`config.mk`:
```
export PLATFORM = sky130hd
export DESIGN_NAME = fcvt_issue_arbiter
export DESIGN_NICKNAME = d
export VERILOG_FILES = /design/src/rtl/fcvt_issue_arbiter.sv
export SDC_FILE = /design/constraint.sdc
export NUM_CORES = 1
export LEC_CHECK = 0
export CAP_MARGIN = 20
export CORE_ASPECT_RATIO = 1.75
export CORE_MARGIN = 1
export CORE_UTILIZATION = 45
export DETAILED_ROUTE_END_ITERATION = 6
export PLACE_DENSITY = 0.77
export SLEW_MARGIN = 25
export SYNTH_ARGS = -nofsm -noshare
export SYNTH_HDL_FRONTEND = slang
export SYNTH_SLANG_ARGS = --single-unit
```
`constraint.sdc`:
```
create_clock -name clk -period 1.45 [get_ports clk]
set_input_delay 0.29 -clock clk [delete_from_list [all_inputs] [get_ports clk]]
set_output_delay 0.29 -clock clk [all_outputs]
set_load 0.005 [all_outputs]
```
`src/rtl/fcvt_issue_arbiter.sv`:
```
// Issue controller for the shared int/float conversion datapath.
// Round-robin over two requesters, one op register, 2-entry CDB buffer.
module fcvt_issue_arbiter #(
  parameter int TAG_W  = 5,
  parameter int DATA_W = 32
) (
  input  logic              clk,
  input  logic              rst_n,
  input  logic              flush,
  input  logic              req0_valid,
  output logic              req0_ready,
  input  logic [1:0]        req0_op,
  input  logic [DATA_W-1:0] req0_src,
  input  logic [TAG_W-1:0]  req0_tag,
  input  logic              req1_valid,
  output logic              req1_ready,
  input  logic [1:0]        req1_op,
  input  logic [DATA_W-1:0] req1_src,
  input  logic [TAG_W-1:0]  req1_tag,
  output logic [1:0]        cvt_op,
  output logic [DATA_W-1:0] cvt_src,
  input  logic [DATA_W-1:0] cvt_result,
  input  logic [4:0]        cvt_fflags,
  output logic              cdb_valid,
  input  logic              cdb_ready,
  output logic [DATA_W-1:0] cdb_data,
  output logic [TAG_W-1:0]  cdb_tag,
  output logic [4:0]        cdb_fflags,
  output logic              busy
);

  logic              s1_valid;
  logic [1:0]        s1_op;
  logic [DATA_W-1:0] s1_src;
  logic [TAG_W-1:0]  s1_tag;

  logic [DATA_W-1:0] fq_data  [2];
  logic [TAG_W-1:0]  fq_tag   [2];
  logic [4:0]        fq_flags [2];
  logic              head;
  logic [1:0]        count;
  logic              tail;

  logic rr;
  logic gnt_any;
  logic gnt_idx;
  logic pop;
  logic adv;
  logic push;
  logic can_acc;
  logic acc;

  assign pop     = cdb_valid & cdb_ready;
  assign adv     = s1_valid & ((count != 2'd2) | pop);
  assign push    = adv & ~flush;
  assign can_acc = ~flush & (~s1_valid | adv);
  // head + count modulo two
  assign tail    = head ^ count[0];

  always_comb begin
    gnt_any = 1'b0;
    gnt_idx = 1'b0;
    unique case (1'b1)
      (req0_valid & ~req1_valid): begin
        gnt_any = 1'b1;
        gnt_idx = 1'b0;
      end
      (req1_valid & ~req0_valid): begin
        gnt_any = 1'b1;
        gnt_idx = 1'b1;
      end
      (req0_valid & req1_valid): begin
        gnt_any = 1'b1;
        gnt_idx = rr;
      end
      default: begin
        gnt_any = 1'b0;
        gnt_idx = 1'b0;
      end
    endcase
  end

  // readies are forced low while reset is asserted
  assign req0_ready = rst_n & can_acc & gnt_any & ~gnt_idx;
  assign req1_ready = rst_n & can_acc & gnt_any & gnt_idx;
  assign acc        = req0_ready | req1_ready;

  always_ff @(posedge clk or negedge rst_n) begin
    if (!rst_n) begin
      s1_valid <= 1'b0;
      s1_op    <= '0;
      s1_src   <= '0;
      s1_tag   <= '0;
      rr       <= 1'b0;
    end else if (flush) begin
      s1_valid <= 1'b0;
    end else if (acc) begin
      s1_valid <= 1'b1;
      s1_op    <= gnt_idx ? req1_op  : req0_op;
      s1_src   <= gnt_idx ? req1_src : req0_src;
      s1_tag   <= gnt_idx ? req1_tag : req0_tag;
      rr       <= ~gnt_idx;
    end else if (adv) begin
      s1_valid <= 1'b0;
    end
  end

  always_ff @(posedge clk or negedge rst_n) begin
    if (!rst_n) begin
      head  <= 1'b0;
      count <= 2'd0;
      for (int i = 0; i < 2; i++) begin
        fq_data[i]  <= '0;
        fq_tag[i]   <= '0;
        fq_flags[i] <= '0;
      end
    end else if (flush) begin
      head  <= 1'b0;
      count <= 2'd0;
    end else begin
      if (push) begin
        fq_data[tail]  <= cvt_result;
        fq_tag[tail]   <= s1_tag;
        fq_flags[tail] <= cvt_fflags;
      end
      if (pop) begin
        head <= ~head;
      end
      unique case ({push, pop})
        2'b10:   count <= count + 2'd1;
        2'b01:   count <= count - 2'd1;
        default: count <= count;
      endcase
    end
  end

  assign cvt_op     = s1_valid ? s1_op  : 2'b00;
  assign cvt_src    = s1_valid ? s1_src : '0;
  assign cdb_valid  = (count != 2'd0);
  assign cdb_data   = cdb_valid ? fq_data[head]  : '0;
  assign cdb_tag    = cdb_valid ? fq_tag[head]   : '0;
  assign cdb_fflags = cdb_valid ? fq_flags[head] : '0;
  assign busy       = s1_valid | cdb_valid;

endmodule

```
# After elaboration in Yosys (flattened, before gate mapping)
# Cells that the tools add are included.
# W data, S select, Z words.
[totals]
ff_bits = 128
inputBits = 121
output_inout_bits = 80
word_cells = 86
[op_classes]
addsub = 2
magnitude_cmp = 3
eq_ne = 3
muxes = 33
n_bitwise = 24
n_reduce_logical = 8
[op_table]
columns = ["cell", "n"]
rows = [
  ["$mux W32", 7],
  ["$bwmux W64", 1],
  ["$mux W5", 10],
  ["$demux W32 S1", 1],
  ["$bwmux W10", 2],
  ["$and A1 B1 Y1", 11],
  ["$mux W1", 6],
  ["$mux W2", 3],
  ["$not A1 Y1", 6],
  ["$reduce_bool A3 Y1", 2],
  ["$demux W5 S1", 1],
  ["$ge A2 B2 Y1 const B", 2],
  ["$not A1 Y2", 2],
  ["$or A1 B1 Y1", 4],
  ["$pmux W2 S2", 1],
  ["$reduce_and A2 Y1", 2],
  ["$reduce_bool A2 Y1", 2],
  ["$reduce_or A3 Y1", 1],
  ["$add A2 B1 Y2 const B", 1],
  ["$eq A2 B1 Y1 const B", 1],
  ["$eq A2 B2 Y1 const B", 1],
  ["$lt A2 B1 Y1 const B", 1],
  ["$ne A2 B2 Y1 const B", 1],
  ["$pmux W1 S2", 1],
  ["3 further kinds", 3],
]

# Depth between registers and ports, before layout
[logic_depth]
word_depth = 12
depth_mapped = 7
depth_no_buf = 3

# Worst setup path before layout
# OpenSTA, ideal clock, no wires.
[synth_timing]
path_kind = "reg2out"
start = "reg count[0]"
end = "out req0_ready"
arrival_time_ns = 1.272
required_ns = 1.160
setup_slack_ns = -0.112
path_stages_with_launch = 7
path_buffers = 3
path_cell_list = "dfrtp_1 > nand4bb_1 > buf_2 > and3_1 > buf_6 > buf_6 > and2_1"
[synth_via]
elab_chain_len = 9
word_cells_on_any_way = 10
classes_between = "eq/ne (1); bitwise (8); reduce/logical (1)"
[synth_rtl]
columns = ["element", "line", "rtl"]
rows = [
  ["start: declaration", "41", "logic [1:0] count;"],
  ["start signal: assignment", "130", "2'b10: count <= count + 2'd1;"],
  ["start signal: assignment", "131", "2'b01: count <= count - 2'd1;"],
  ["start signal: assignment", "132", "default: count <= count;"],
  ["$reduce_bool A2 Y1", "139", "assign cdb_valid = (count != 2'd0);"],
  ["$and A1 B1 Y1", "53", "assign pop = cdb_valid & cdb_ready;"],
  ["$or A1 B1 Y1 (*)", "54", "assign adv = s1_valid & ((count != 2'd2) | pop);"],
  ["$and A1 B1 Y1 (*)", "54", ""],
  ["$or A1 B1 Y1 (*)", "56", "assign can_acc = ~flush & (~s1_valid | adv);"],
  ["$and A1 B1 Y1 (*)", "56", ""],
  ["$and A1 B1 Y1 (*) (3 in a row)", "84", "assign req0_ready = rst_n & can_acc & gnt_any & ~gnt_idx;"],
  ["end: declaration", "11", "output logic req0_ready,"],
]
# Every way passes the cells marked *; elsewhere a longest branch is shown, timed or not.

# Worst setup path in the final report
[layout_timing]
start = "reg head"
end = "reg fq_data[6] (netlist bit)"
[layout_via]
elab_chain_len = 7
word_cells_on_any_way = 8
classes_between = "order compare (2); mux (3); bitwise (2); reduce/logical (1)"
[layout_rtl]
columns = ["element", "line", "rtl"]
rows = [
  ["start: declaration", "40", "logic head;"],
  ["start signal: assignment", "127", "head <= ~head;"],
  ["$xor A1 B1 Y1 (*)", "58", "assign tail = head ^ count[0];"],
  ["$not A1 Y2 (not written as such) (*)", "122", "fq_data[tail] <= cvt_result;"],
  ["$ge A2 B2 Y1 (not written as such) or $lt A2 B1 Y1 (tied branches)", "122", ""],
  ["$logic_and A1 B1 Y1 (not written as such)", "122", ""],
  ["$mux W32 (not written as such)", "122", ""],
  ["$demux W32 S1 (*)", "122", ""],
  ["$bwmux W64 (*)", "122", ""],
  ["end signal: indexed assignment", "122", ""],
  ["end: declaration", "37", "logic [DATA_W-1:0] fq_data [2];"],
]
# Marked as above.
# A chain may end at the register's enable or synchronous reset.

==> impl_metrics.json <==
{
  "status": "complete, but fails checks",
  "failed_checks": "setup timing",
  "ys.flop_type": "dfrtp_1",
  "path_depth": 7,
  "first_pass_iters": 7,
  "worst-path-max-fanout": 12,
  "cts_max_level": 4,
  "clock_latency_ps": 430,
  "skew_ps": 13.6,
  "cp_num_buf_inv": 4,
  "die_w_um": 103,
  "dr_wl_met3_um": 4730,
  "synth.area.top_cells": "dfrtp_1 (40%), a22oi_1 (7.9%), o211ai_1 (7.9%), nand4_1 (6.6%), a31oi_1 (6.1%)",
  "core.rowCount": 64,
  "drtIter0Drc": 1097,
  "clkTransAtPathRegs_ps": 70,
  "synthArstFlopShare_pct": 100,
  "reg2regPathDepth": 7,
  "drc": 0,
  "cp-end-kind": "flop",
  "grt_max_degree": 81,
  "leakage_nw": 4.94,
  "timing.final.crit_share_pct": 140,
  "antenna_found_initial": 0,
  "routed.top_layer": "met4",
  "hold_buffers": 0,
  "crit_type": "reg2reg",
  "cts_root_buffer": "clkbuf_16",
  "syn_area_um2": 7990,
  "routed_wirelength_um": 37400,
  "final_area_um2": 12800,
  "yosysWarnings": 0,
  "dp_cells": 1281,
  "power_density_nw_per_um2": 1070,
  "ios": 201,
  "critPathTopFamily": "buffers and inverters",
  "grt.overflow.total": 0,
  "max_clock_freq_mhz": 493,
  "io_buffers": 200,
  "relSlewSlack_pct": 54.2,
  "dp_hpwl_um": 16600,
  "critPathArrivalTime_ps": 2290,
  "rsz0062_at_grt": "true",
  "period_needed_ps": 2030,
  "finalMaxSlewViolations": 0,
  "nNetsFinal": 1271,
  "gp_congestion": 0.757,
  "die_area_um2": 18300,
  "worst_setup_path_start_kind": "flop",
  "synth-seq-cells": 128,
  "cts_made_buffers": 17,
  "syn_to_final_growth_pct": 60.6,
  "wire_per_inst_um": 26.8,
  "initial_core_util_pct": 45.7,
  "critPathMostFrequentCell": "buf_12",
  "drtAntennaViolNets": 0,
  "dr_wl_met2_um": 17700,
  "wl_met1_um": 11900,
  "dp_slack_ps": -654,
  "slowest_stage": "o211ai_1",
  "vias": 9890,
  "syn-instance-count": 901,
  "grt_usage_pct": 37.5,
  "cpPeakStageDelay_ps": 550,
  "synth-edff-count": 0,
  "cap_violations": 0,
  "synth_cell_types": 33,
  "worst_pin_slew_ps": 687,
  "path_cells": "buf_12 -> buf_12 -> buf_8 -> nand2b_4 -> buf_12 -> o211ai_1 -> nand3_1",
  "grt_pass1_vias": 9693,
  "grt_pass1_wl_um": 52300,
  "hp-class": "in2async",
  "clock-sinks": 128,
  "design.core.area_um2": 17500,
  "synth.top_cell.area_share_pct": 40.1,
  "antenna_cells": 0,
  "avgSynthCellArea_um2": 8.86,
  "cts.path.max_buffers": 2,
  "synth_area_leader_cell": "dfrtp_1",
  "drive_above_1_share_pct": 32.3,
  "ys_seq_area_share_pct": 40.1,
  "hold_violations": 0,
  "post-synth-top-count-cell": "dfrtp_1",
  "cts_tree": "built",
  "viasPerCell": 7.09,
  "irDropWorstVdd_mv": 0.697,
  "synthTopCellsByCount": "dfrtp_1 (128), a22oi_1 (84), nand3_1 (84), nand4_1 (84), o211ai_1 (84)",
  "finalWorstSetupSlack_ps": -578,
  "die_y_um": 178,
  "synth_nets": 1022,
  "fin_cells": 1394,
  "place_area_um2": 10700,
  "setup_viol_count_final": 165,
  "crit_required_ps": 1710
}
## sequential cells by signal, indices dropped and copies added (netlist names)
signal / count
fq_data: 64
s1_src: 32
fq_flags: 10
fq_tag: 10
s1_tag: 5
count: 2
s1_op: 2
head: 1
rr: 1
s1_valid: 1
## cell families after synthesis
kind of cell	Yosys count	synth area share, %
AND/OR/NAND/NOR	308	22.2
multiplexers	43	5.45
AO/OA/AOI/OAI	293	25.0
flip-flops	128	40.1
buffers and inverters	128	7.21
XOR/XNOR	1	0.110
## cells in the final DEF, fill, tap and decap left out, types with 2 or more instances in the layout
| master | count |
|---|---|
| nand2b_1 | 2 |
| o211ai_1 | 84 |
| clkinvlp_4 | 2 |
| nor2_4 | 13 |
| o21ai_0 | 39 |
| nor2_1 | 16 |
| buf_16 | 14 |
| buf_2 | 49 |
| nand4_1 | 84 |
| mux2i_1 | 24 |
| nor2b_4 | 5 |
| inv_6 | 4 |
| mux2i_4 | 7 |
| dfrtp_2 | 3 |
| o21ai_1 | 2 |
| clkdlybuf4s50_1 | 119 |
| dfrtp_1 | 125 |
| a21oi_1 | 3 |
| bufinv_16 | 3 |
| buf_6 | 46 |
| clkbuf_2 | 21 |
| nand3_1 | 83 |
| a22oi_2 | 23 |
| a31oi_1 | 78 |
| and2_4 | 18 |
| clkbuf_16 | 24 |
| nand2b_2 | 3 |
| inv_1 | 4 |
| nor2_2 | 17 |
| buf_8 | 13 |
| and2_1 | 17 |
| nand3b_1 | 40 |
| buf_12 | 40 |
| buf_4 | 44 |
| clkinv_4 | 4 |
| mux2i_2 | 11 |
| a22oi_1 | 61 |
## worst reg2reg max path, delay by kind of cell (launching register included)
family | cells | cell delay, ps
and+or+nand+nor | 2 | 290
DFF | 1 | 440
buffers and inverters | 4 | 580
AOI/OAI and AO/OA | 1 | 560
## through the flow
| stage | TNS [ps] | total power, mW | hold WS, ps | utilization, % |
|---|---|---|---|---|
| after global placement | -64030 | 7.85 | 499 | 61.2 |
| final | -61720 | 13.7 | 18.1 | 73.5 |
| after CTS | -66660 | 12.9 | 41.6 | 70.5 |
| after global routing | -69370 | 14.2 | 53.1 | 73.5 |
| after detailed placement | -67280 | 7.98 | 491 | 61.2 |
| after floorplan | -91.6 | 6.51 | -5.59 | - |
## power breakdown
group          internal, mW  total (mW)  switching, mW
combinational          2.17        4.12           1.95
sequential             4.26        4.96          0.694
clock                  2.74        4.61           1.87
## path summary, 6_finish.rpt
path,endpoint,start,slack (ps)
min in group clk,s1_src[28]$_DFFE_PN0P_,req0_src[28],430
max in group asynchronous,head$_DFFE_PN0P_,rst_n,800
worst min register to register,s1_src[24]$_DFFE_PN0P_,s1_src[24]$_DFFE_PN0P_,540
worst max register to register,fq_data[6]$_DFFE_PN0P_,head$_DFFE_PN0P_,-580
worst min-delay path,fq_tag[2]$_DFFE_PN0P_,rst_n,20
worst max-delay path,fq_data[6]$_DFFE_PN0P_,head$_DFFE_PN0P_,-580
## routing by layer
| metal | up-vias | GRT usage, % |
|---|---|---|
| li1 | 4030 | - |
| met3 | 276 | 9.60 |
| met5 | - | 0 |
| met4 | 0 | 26.4 |
| met1 | 4690 | 42.0 |
| met2 | 894 | 60.9 |
## area by class of cell
type,count,area [µm²]
Sequential cell,128,3210
Inverter,4,15.0
Tap cell,231,289
Clock inverter,14,180
Clock buffer,18,429
Timing Repair Buffer,354,3960
Fill cell,1215,4630
Multi-Input combinational cell,645,4750
## timing repair
item / 4_1_cts / 5_1_grt
buffers inserted: 39 / 27
endpoints found under the hold margin: 0 / 0
endpoints found under the setup margin: 176 / 205
pin swaps: 79 / 46
gates cloned: 21 / 8
gates resized for setup: 372 / 150
No activity file was read; power rests on OpenSTA's default activity.
